==> config.mk <==
export PLATFORM = sky130hd
export DESIGN_NAME = lsu_mem_port
export DESIGN_NICKNAME = d
export VERILOG_FILES = /design/src/rtl/lsu_mem_port.sv
export SDC_FILE = /design/constraint.sdc
export NUM_CORES = 1
export LEC_CHECK = 0
export ABC_AREA = 1
export CAP_MARGIN = 20
export CORE_ASPECT_RATIO = 0.5
export CORE_UTILIZATION = 40
export DETAILED_ROUTE_END_ITERATION = 12
export GPL_TIMING_DRIVEN = 0
export PLACE_DENSITY_LB_ADDON = 0.05
export SLEW_MARGIN = 10
export SYNTH_ARGS = -nofsm -noshare
export SYNTH_HDL_FRONTEND = slang
export SYNTH_SLANG_ARGS = --single-unit
==> constraint.sdc <==
create_clock -name clk -period 8.96 [get_ports clk]
set_input_delay 1.792 -clock clk [delete_from_list [all_inputs] [get_ports clk]]
set_output_delay 1.792 -clock clk [all_outputs]
set_load 0.05 [all_outputs]
==> src/rtl/lsu_mem_port.sv <==
// RV32I load/store port onto a word-wide memory; sub-word stores use a read-modify-write.
// Accept-to-response latency: error 1, load 2, SW 2, SB/SH 3; req_ready only in IDLE, no response backpressure.
module lsu_mem_port (
  input  logic        clk,
  input  logic        rst,
  input  logic        req_valid,
  output logic        req_ready,
  input  logic        req_we,
  input  logic [2:0]  req_funct3,
  input  logic [31:0] req_addr,
  input  logic [31:0] req_wdata,
  output logic        resp_valid,
  output logic [31:0] resp_rdata,
  output logic        resp_err,
  output logic        MemRead,
  output logic        MemWrite,
  output logic [31:0] addr,
  output logic [31:0] wdata,
  input  logic [31:0] rdata
);

  typedef enum logic [2:0] {IDLE, RD, RMW_RD, WR, RESP} state_t;

  state_t      state;
  logic [2:0]  r_f3;
  logic [1:0]  r_off;
  logic [15:0] r_wd;
  logic        hs;
  logic        bad;

  assign hs = req_valid & req_ready;

  always_comb begin
    bad = 1'b0;
    if (req_we) bad = (req_funct3 > 3'd2);
    else        bad = (req_funct3 == 3'd3) || (req_funct3[2:1] == 2'b11);
    if (req_funct3[1:0] == 2'b01 && req_addr[0])          bad = 1'b1;
    if (req_funct3[1:0] == 2'b10 && req_addr[1:0] != 2'b00) bad = 1'b1;
  end

  function automatic logic [31:0] extract(input logic [31:0] w, input logic [2:0] f3,
                                          input logic [1:0] off);
    logic [7:0]  b;
    logic [15:0] h;
    b = w[{off, 3'b000} +: 8];
    h = off[1] ? w[31:16] : w[15:0];
    case (f3)
      3'd0:    extract = {{24{b[7]}}, b};
      3'd1:    extract = {{16{h[15]}}, h};
      3'd4:    extract = {24'd0, b};
      3'd5:    extract = {16'd0, h};
      default: extract = w;
    endcase
  endfunction

  // Replace only the addressed lane; the rest of the word comes from memory.
  function automatic logic [31:0] merge(input logic [31:0] w, input logic half,
                                        input logic [1:0] off, input logic [15:0] d);
    merge = w;
    if (half) merge[{off[1], 4'b0000} +: 16] = d;
    else      merge[{off, 3'b000} +: 8]      = d[7:0];
  endfunction

  always_ff @(posedge clk or posedge rst) begin
    if (rst) begin
      state      <= IDLE;
      req_ready  <= 1'b1;
      resp_valid <= 1'b0;
      resp_err   <= 1'b0;
      resp_rdata <= 32'd0;
      MemRead    <= 1'b0;
      MemWrite   <= 1'b0;
      addr       <= 32'd0;
      wdata      <= 32'd0;
      r_f3       <= 3'd0;
      r_off      <= 2'd0;
      r_wd       <= 16'd0;
    end else begin
      case (state)
        IDLE: begin
          if (hs) begin
            r_f3      <= req_funct3;
            r_off     <= req_addr[1:0];
            r_wd      <= req_wdata[15:0];
            addr      <= {req_addr[31:2], 2'b00};
            req_ready <= 1'b0;
            if (bad) begin
              state      <= RESP;
              resp_valid <= 1'b1;
              resp_err   <= 1'b1;
              resp_rdata <= 32'd0;
            end else if (!req_we) begin
              state   <= RD;
              MemRead <= 1'b1;
            end else if (req_funct3[1:0] == 2'b10) begin
              state    <= WR;
              MemWrite <= 1'b1;
              wdata    <= req_wdata;
            end else begin
              state   <= RMW_RD;
              MemRead <= 1'b1;
            end
          end
        end
        RD: begin
          MemRead    <= 1'b0;
          resp_rdata <= extract(rdata, r_f3, r_off);
          resp_err   <= 1'b0;
          resp_valid <= 1'b1;
          state      <= RESP;
        end
        RMW_RD: begin
          MemRead  <= 1'b0;
          MemWrite <= 1'b1;
          wdata    <= merge(rdata, r_f3[0], r_off, r_wd);
          state    <= WR;
        end
        WR: begin
          MemWrite   <= 1'b0;
          resp_rdata <= 32'd0;
          resp_err   <= 1'b0;
          resp_valid <= 1'b1;
          state      <= RESP;
        end
        RESP: begin
          resp_valid <= 1'b0;
          req_ready  <= 1'b1;
          state      <= IDLE;
        end
        default: begin
          state      <= IDLE;
          req_ready  <= 1'b1;
          resp_valid <= 1'b0;
          MemRead    <= 1'b0;
          MemWrite   <= 1'b0;
        end
      endcase
    end
  end

endmodule

## After elaboration in Yosys (flattened, before gate mapping)

Index checks and enable logic that the tools add are counted.

- Add/subtract/negate cells: 2
- $lt $le $gt $ge: 1
- Equality and inequality tests: 17
- Shift-type cells: 5
- Mux-type cells: 37
- Bitwise logic cells: 5
- Reduce and logical (&&, ||, !) cells: 21

Operators by type and width:

| kind | count |
|---|---|
| 32-bit two-way mux | 7 |
| 32-bit case mux with 4 select lines | 1 |
| 32-bit case mux with 3 select lines | 1 |
| 32-bit bitwise mux | 2 |
| 32-bit case mux with 2 select lines | 1 |
| 16-bit by 7-bit variable shift with 32-bit output (first input constant) | 1 |
| 8-bit by 7-bit variable shift with 32-bit output (first input constant) | 1 |
| 16-bit by 7-bit indexed part select with 32-bit output | 1 |
| 32-bit by 6-bit indexed part select with 8-bit output | 1 |
| 8-bit by 7-bit indexed part select with 32-bit output | 1 |
| 16-bit two-way mux | 1 |
| 1-bit two-way mux | 15 |
| 5-bit negation with 7-bit output | 2 |
| 2-bit inequality test (second input constant) | 5 |
| 5-bit AND reduction | 2 |
| 3-bit by 2-bit equality test with 1-bit output (second input constant) | 3 |
| 3-bit equality test (second input constant) | 3 |
| 3-bit case mux with 3 select lines | 1 |
| 3-bit AND reduction | 3 |
| 3-bit by 1-bit equality test with 1-bit output (second input constant) | 2 |
| 3-bit logical NOT | 2 |
| 3-bit two-way mux | 2 |
| 1-bit case mux with 2 select lines | 3 |
| 1-bit case mux with 3 select lines | 2 |
| 15 further kinds | 25 |

- Register bits: 123
- Input bits: 103
- Output and inout bits: 101
- Logic and storage cells: 100

## Logic depth before layout (Yosys ltp)

Gate-level depths: netlist of run 1.

- Word-level depth: 8
- Gate-level depth with buffers: 13
- Depth with buffers taken out: 10

## Least setup slack after synthesis of run 1

No wires, ideal clock.

- Kind: input to register
- From: in req_we
- To: reg wdata[0]
- Library setup time: 0.118 ns
- Arrival time: 2.722 ns
- Data required time: 8.842 ns
- Slack: 6.120 ns
- Cell stages on the path: 7
- Buffers on the path: 1
- Cell sequence: o21ai_0 > nand3_2 > nand2_1 > nand3_2 > buf_2 > nand2_1 > nand2_1

- Longest elaborated chain between the ends: 5
- Elaborated cells between the ends (all ways): 6
- Classes of those cells: eq/ne: 2; mux: 3; reduce/logical: 1

Ends and longest elaborated chain:

| element | line | RTL |
|---|---|---|
| start, declared | 8 | `input logic req_we,` |
| 1-bit two-way mux | 35 | `if (req_we) bad = (req_funct3 > 3'd2);` |
| 1-bit two-way mux | 37 | `if (req_funct3[1:0] == 2'b01 && req_addr[0]) bad = 1'b1;` |
| 1-bit two-way mux | 38 | `if (req_funct3[1:0] == 2'b10 && req_addr[1:0] != 2'b00) bad = 1'b1;` |
| 2-bit inequality test (no line) | n/a |  |
| 5-bit AND reduction (no line) (*) | n/a |  |
| end signal, assigned | 98 | `wdata <= req_wdata;` |
| end signal, assigned | 115 | `wdata <= merge(rdata, r_f3[0], r_off, r_wd);` |
| end, declared | 18 | `output logic [31:0] wdata,` |

Every way passes the cells marked *; elsewhere a longest branch is shown, timed or not.
A chain may end at the register's enable or synchronous reset.

## Final worst setup path of run 1

- From: reg req_ready
- To: out req_ready

RTL lines:

| element | line | RTL |
|---|---|---|
| start, declared | 7 | `output logic req_ready,` |
| start signal, assigned | 67 | `req_ready <= 1'b1;` |
| start signal, assigned | 86 | `req_ready <= 1'b0;` |
| start signal, assigned | 127 | `req_ready <= 1'b1;` |

No word-level cell between the ends.

==> flow_metrics.env, run 1 <==
export IMPL_synth_area_um2=6880
export IMPL_grt_max_degree=79
export IMPL_hold_viol_final=0
export IMPL_ant_nets=0
export IMPL_path_clk_slew_ps=60
export IMPL_initial_core_util_pct=41.5
export IMPL_wl_per_cell_um=17.6
export IMPL_finalSetupViolations=0
export IMPL_clock_sinks=123
export IMPL_core_area_um2=16600
export IMPL_postCtsSetupRepairBufs=0
export IMPL_max_freq_mhz=282
export IMPL_drt_iter0_markers=611
export IMPL_max_slew_margin_rel_pct=53.0
export IMPL_fin_crit_sh_pct=39.6
export IMPL_dp_hpwl_mm=19.6
export IMPL_tns_ps=0
export IMPL_fp_dieH_um=94.8
export IMPL_dr_pass1_iters=5
export IMPL_vias_per_cell=5.14
export IMPL_cts_resized=0
export IMPL_ys_warn_count=0
export IMPL_cp_top_family="buffers and inverters"
export IMPL_slowest_stage="clkdlybuf4s50_1"
export IMPL_slew_violations=0
export IMPL_clkLatencyLatePin_ps=420
export IMPL_gp_congestion=0.946
export IMPL_end_kind="output pin"
export IMPL_clk_path_buf_depth=2
export IMPL_synthTopCellsByCount="nand2_1 (488), dfrtp_1 (122), nand3_1 (75)"
export IMPL_die_area_um2=17800
export IMPL_cts_buffers=17
export IMPL_synth_most_common_cell="nand2_1"
export IMPL_drc=0
export IMPL_status="complete, no violations"
export IMPL_nets=1332
export IMPL_cp_arrival_ps=1760
export IMPL_netlist_instances=1002
export IMPL_h_tree_depth=4
export IMPL_path_max_fanout=3
export IMPL_hold_class="flop to flop"
export IMPL_cts_root_buf="clkbuf_16"
export IMPL_die_w_um=188
export IMPL_fin_skew_ps=8.68
export IMPL_leakage_uw=0.00483
export IMPL_avgSynthCellArea_um2=6.87
export IMPL_path_class="flop to output pin"
export IMPL_ir_drop_mv=0.240
export IMPL_layout_drive_gt1_share_pct=7.36
export IMPL_synth_seq_area_share_pct=44.7
export IMPL_worst_pin_slew_ps=704
export IMPL_synth_ff_latch_count=123
export IMPL_crit_chain="clkdlybuf4s50_1"
export IMPL_synthTopCellsByArea="dfrtp_1 (44%), nand2_1 (27%), nand3_1 (5.5%)"
export IMPL_start_kind="flop"
export IMPL_cp_slowest_stage_delay_ps=800
export IMPL_antennaDiodeCount=0
export IMPL_grt_pass1_wl_mm=40.1
export IMPL_max_cap_violations=0
export IMPL_io_buffers=201
export IMPL_instances_no_fill=1464
export IMPL_area_growth_pct=41.9
export IMPL_num_rows=33
export IMPL_ys_async_sr_fraction_pct=100
export IMPL_dpl_cell_count=1432
export IMPL_critPathRequiredTime_ps=7170
export IMPL_antenna_found_initial=0
export IMPL_synth_ff_type="dfrtp_1"
export IMPL_path_buf_inv=1
export IMPL_routed_wl_mm=25.8
export IMPL_grt_setup_unrepaired="false"
export IMPL_cts_hold_buf=0
export IMPL_fin_crit_ps=3550
export IMPL_synth_largest_area_cell="dfrtp_1"
export IMPL_cts_tree="done"
export IMPL_vias=7523
export IMPL_power_density_nw_per_um2=390
export IMPL_ioPinCount=204
export IMPL_synth_edff_count=0
export IMPL_grt_overflow=0
export IMPL_grt_pass1_vias=7124
export IMPL_synth_top_cell_area_share_pct=44.4
export IMPL_yosysUniqueCellTypes=25
export IMPL_grt_use_total_pct=30.1
==> power breakdown <==
part           total [µW]  internal [µW]  leakage (µW)  switching (µW)
Combinational        2170            669       0.00299            1500
Sequential            980            797       0.00157             183
Clock                 657            382      0.000270             276
Total                3810           1850       0.00483            1960
==> metrics by stage <==
step | utilization [%] | setup slack (ps) | hold WS, ps | power [µW] | instance area, µm²
2_1_floorplan | - | 3900 | 457 | 2370 | 6890
6_report | 58.8 | 5410 | 467 | 3810 | 9770
4_1_cts | 58.8 | 5390 | 471 | 3800 | 9770
3_5_place_dp | 55.5 | 5230 | 457 | 3130 | 9220
3_3_place_gp | 55.3 | 2040 | 453 | 3100 | 9180
5_1_grt | 58.8 | 5380 | 488 | 4030 | 9770
==> cell type report <==
class	count	area, µm²
fill	1614	6830
multi-input combinational	776	3370
sequential	123	3080
timing repair buffer	202	2040
clock buffer	18	429
tap	227	284
buffer	55	255
inverter	49	189
clock inverter	14	123
==> cells by family after synthesis <==
group | synth area share, %
AO/OA/AOI/OAI | 10.8
adder cells (fa/ha/maj) | 0.909
buffers and inverters | 6.38
flip-flops | 44.7
other | 0.0545
AND/OR/NAND/NOR | 37.1
==> final timing paths <==
| kind | start | end | slack [ps] | depth (start not counted) |
|---|---|---|---|---|
| min in group asynchronous | rst | addr[22]$_DFFE_PP0P_ | 1770 | 2 |
| min reg2reg | wdata[18]$_DFFE_PP0P_ | wdata[18]$_DFFE_PP0P_ | 470 | 2 |
| max in group asynchronous | rst | req_ready$_DFFE_PP1P_ | 6410 | 3 |
| max | req_ready$_DFFE_PP1P_ | req_ready | 5410 | 1 |
| max reg2reg | r_off[1]$_DFFE_PP0P_ | wdata[15]$_DFFE_PP0P_ | 5980 | 12 |
| min | wdata[18]$_DFFE_PP0P_ | wdata[18]$_DFFE_PP0P_ | 470 | 2 |
==> metal layers <==
layer / wire (µm) / share of wire (%) / vias to the layer above / global-route usage, %
li1: - / - / 3626 / -
met4: 225 / 0.87 / 0 / 6.64
met2: 10800 / 42 / 371 / 45.5
met1: 12300 / 48 / 3507 / 42.9
met5: 0 / 0 / - / 0
met3: 2460 / 9.5 / 19 / 8.36
==> cell usage in the layout, fill, tap and decap left out, drive strengths merged <==
cell           instances
ha                     5
clkdlybuf4s50        201
clkbuf                40
a21oi                 62
or2                   15
nand3                 79
clkinv                 9
dfstp                  1
inv                   51
nand4                  2
nand2                489
bufinv                 1
conb                   2
o211ai                21
buf                   34
clkinvlp               2
nand3b                 1
o21ai                 52
dfrtp                122
nor2                  48
==> worst min-delay path, cell delays in order, from the launching register on <==
cell,delay [ps]
dfrtp_1,340
nand2_1,50
nand2_1,50
==> registers in the layout, summed over array words and instances (netlist names) <==
register,cells
req_ready,1
wdata,32
resp_rdata,32
r_wd,16
resp_valid,1
r_f3,3
r_off,2
state,3
resp_err,1
addr,30
MemRead,1
MemWrite,1
(Power assumes the default switching activity.)
==> run 2: changes to the inputs <==
==> constraint.sdc (replaced) <==
create_clock -name clk -period 3.65 [get_ports clk]
set_input_delay 0.73 -clock clk [delete_from_list [all_inputs] [get_ports clk]]
set_output_delay 0.73 -clock clk [all_outputs]
set_load 0.05 [all_outputs]
==> run 2 against run 1 <==
Net effect: the run now ends with design-rule violations left; clock skew is 0.53 ps lower; power is 150% higher; sequential share of layout area decreased by 0.18 points; first-iteration DRC count increased by 7.5%; non-clock buffer count is 2 higher; sequential power increased by 140%; via count is 0.77% higher; register-to-register slack got worse by 5300 ps; die area did not move; wire length down 0.63%; largest cell class unchanged; setup slack lost 4700 ps; count of clock-buffer cells in the layout increased by 5.
==> flow_metrics.env, run 2 (same netlist as run 1, synthesis figures left out) <==
export IMPL_grt_max_degree=37
export IMPL_dr_pass1_iters=9
export IMPL_hold_viol_final=0
export IMPL_path_buf_inv=3
export IMPL_max_slew_margin_rel_pct=52.2
export IMPL_hold_class="flop to flop"
export IMPL_crit_chain="buf_2, inv_2, clkbuf_1, ha_1, nand2_1, nor2_1, nand2_1, nand2_1, nand3_1, nand2_1, nand2_1, nand2_1"
export IMPL_end_kind="flop"
export IMPL_status="complete, but fails checks"
export IMPL_routed_wl_mm=25.6
export IMPL_vias_per_cell=5.18
export IMPL_layout_drive_gt1_share_pct=7.28
export IMPL_slew_violations=0
export IMPL_path_class="flop to flop"
export IMPL_violations="design-rule violations"
export IMPL_dp_hpwl_mm=19.6
export IMPL_path_max_fanout=12
export IMPL_path_clk_slew_ps=50
export IMPL_h_tree_depth=4
export IMPL_place_ws_ps=834
export IMPL_die_w_um=188
export IMPL_critPathRequiredTime_ps=4000
export IMPL_cts_buffers=17
export IMPL_io_buffers=201
export IMPL_worst_pin_slew_ps=717
export IMPL_fp_dieH_um=94.8
export IMPL_finalSetupViolations=0
export IMPL_grt_pass1_wl_mm=39.9
export IMPL_max_cap_violations=0
export IMPL_slowest_stage="nor2_1"
export IMPL_grt_use_total_pct=29.9
export IMPL_fin_crit_ps=2950
export IMPL_cts_tree="done"
export IMPL_fillCellCount=1581
export IMPL_postCtsSetupRepairBufs=0
export IMPL_leakage_uw=0.00485
export IMPL_ant_nets=0
export IMPL_cts_root_buf="clkbuf_16"
export IMPL_final_common_cell="nand2_1"
export IMPL_area_growth_pct=42.7
export IMPL_clkLatencyLatePin_ps=420
export IMPL_cp_arrival_ps=3300
export IMPL_die_area_um2=17800
export IMPL_drt_iter0_markers=657
export IMPL_clock_sinks=123
export IMPL_mostFrequentLayoutCells="nand2_1 (488), clkdlybuf4s50_1 (201), dfrtp_1 (122), nand3_1 (75), a21oi_1 (60)"
export IMPL_clk_path_buf_depth=2
export IMPL_gp_congestion=0.943
export IMPL_core_area_um2=16600
export IMPL_vias=7581
export IMPL_cp_depth=12
export IMPL_nets=1334
export IMPL_reg_largest_list="resp_rdata x32, wdata x32, addr x30"
export IMPL_grt_setup_unrepaired="false"
export IMPL_cp_top_family="simple AND/OR/NAND/NOR gates"
export IMPL_max_freq_mhz=340
export IMPL_fin_crit_sh_pct=80.7
export IMPL_drc=2
export IMPL_antenna_found_initial=0
export IMPL_ioPinCount=204
export IMPL_num_rows=33
export IMPL_grt_overflow=0
export IMPL_rr_worst_depth=12
export IMPL_wl_per_cell_um=17.5
export IMPL_crit_path_frequent_cell="nand2_1"
export IMPL_tns_ps=0
export IMPL_design_area_um2=9820
export IMPL_fin_skew_ps=8.15
export IMPL_hold_path_depth=2
export IMPL_cts_hold_buf=0
export IMPL_antennaDiodeCount=0
export IMPL_placed_area_um2=9250
export IMPL_start_kind="flop"
export IMPL_initial_core_util_pct=41.5
export IMPL_cp_slowest_stage_delay_ps=530
export IMPL_ir_drop_mv=0.570
export IMPL_fin_ws_ps=705
export IMPL_grt_pass1_vias=7102
export IMPL_power_density_nw_per_um2=959
export IMPL_cts_resized=0
==> run 2: path summary, 6_finish.rpt <==
| kind | start | to | slack (ps) |
|---|---|---|---|
| max | r_off[1]$_DFFE_PP0P_ | wdata[16]$_DFFE_PP0P_ | 700 |
| max in group asynchronous | rst | wdata[3]$_DFFE_PP0P_ | 2130 |
| min reg2reg | addr[31]$_DFFE_PP0P_ | addr[31]$_DFFE_PP0P_ | 460 |
| max reg2reg | r_off[1]$_DFFE_PP0P_ | wdata[16]$_DFFE_PP0P_ | 700 |
| min in group asynchronous | rst | addr[7]$_DFFE_PP0P_ | 700 |
| min | addr[31]$_DFFE_PP0P_ | addr[31]$_DFFE_PP0P_ | 460 |
==> run 2: power breakdown <==
group	total, µW	internal [µW]	switching [µW]
Clock	1680	1070	617
Combinational	5330	1640	3690
Sequential	2400	1960	445
Total	9420	4670	4750
==> run 2: per-layer routing <==
layer | vias to the layer above | track usage, % | wire (µm)
met4 | 0 | 7.72 | 340
met1 | 3582 | 42.5 | 12000
li1 | 3631 | - | -
met5 | - | 0 | 0
met2 | 340 | 45.3 | 10900
met3 | 28 | 7.58 | 2350
==> run 2: through the flow <==
step | utilization [%] | hold WS, ps | total power (µW) | instances
after floorplan | - | 457 | 5820 | 1003
after global placement | 55.3 | 453 | 7610 | 1431
after detailed placement | 55.7 | 458 | 7670 | 1434
after CTS | 59.2 | 471 | 9400 | 1464
after global routing | 59.2 | 482 | 9960 | 1464
final | 59.2 | 465 | 9420 | 1464
==> run 2: layout make-up <==
cell class,instances,area (µm²),area share (%)
multi-input combinational,776,3370,34.3
tap,227,284,2.89
clock inverter,7,90.1,0.917
timing repair buffer,204,2070,21.1
sequential,123,3080,31.3
clock buffer,23,488,4.97
inverter,49,188,1.91
buffer,55,255,2.60
==> run 2: worst min-delay path: stages (launching register included) <==
cell,delay (ps)
dfrtp_1,340
nand2_1,50
nand2_1,40
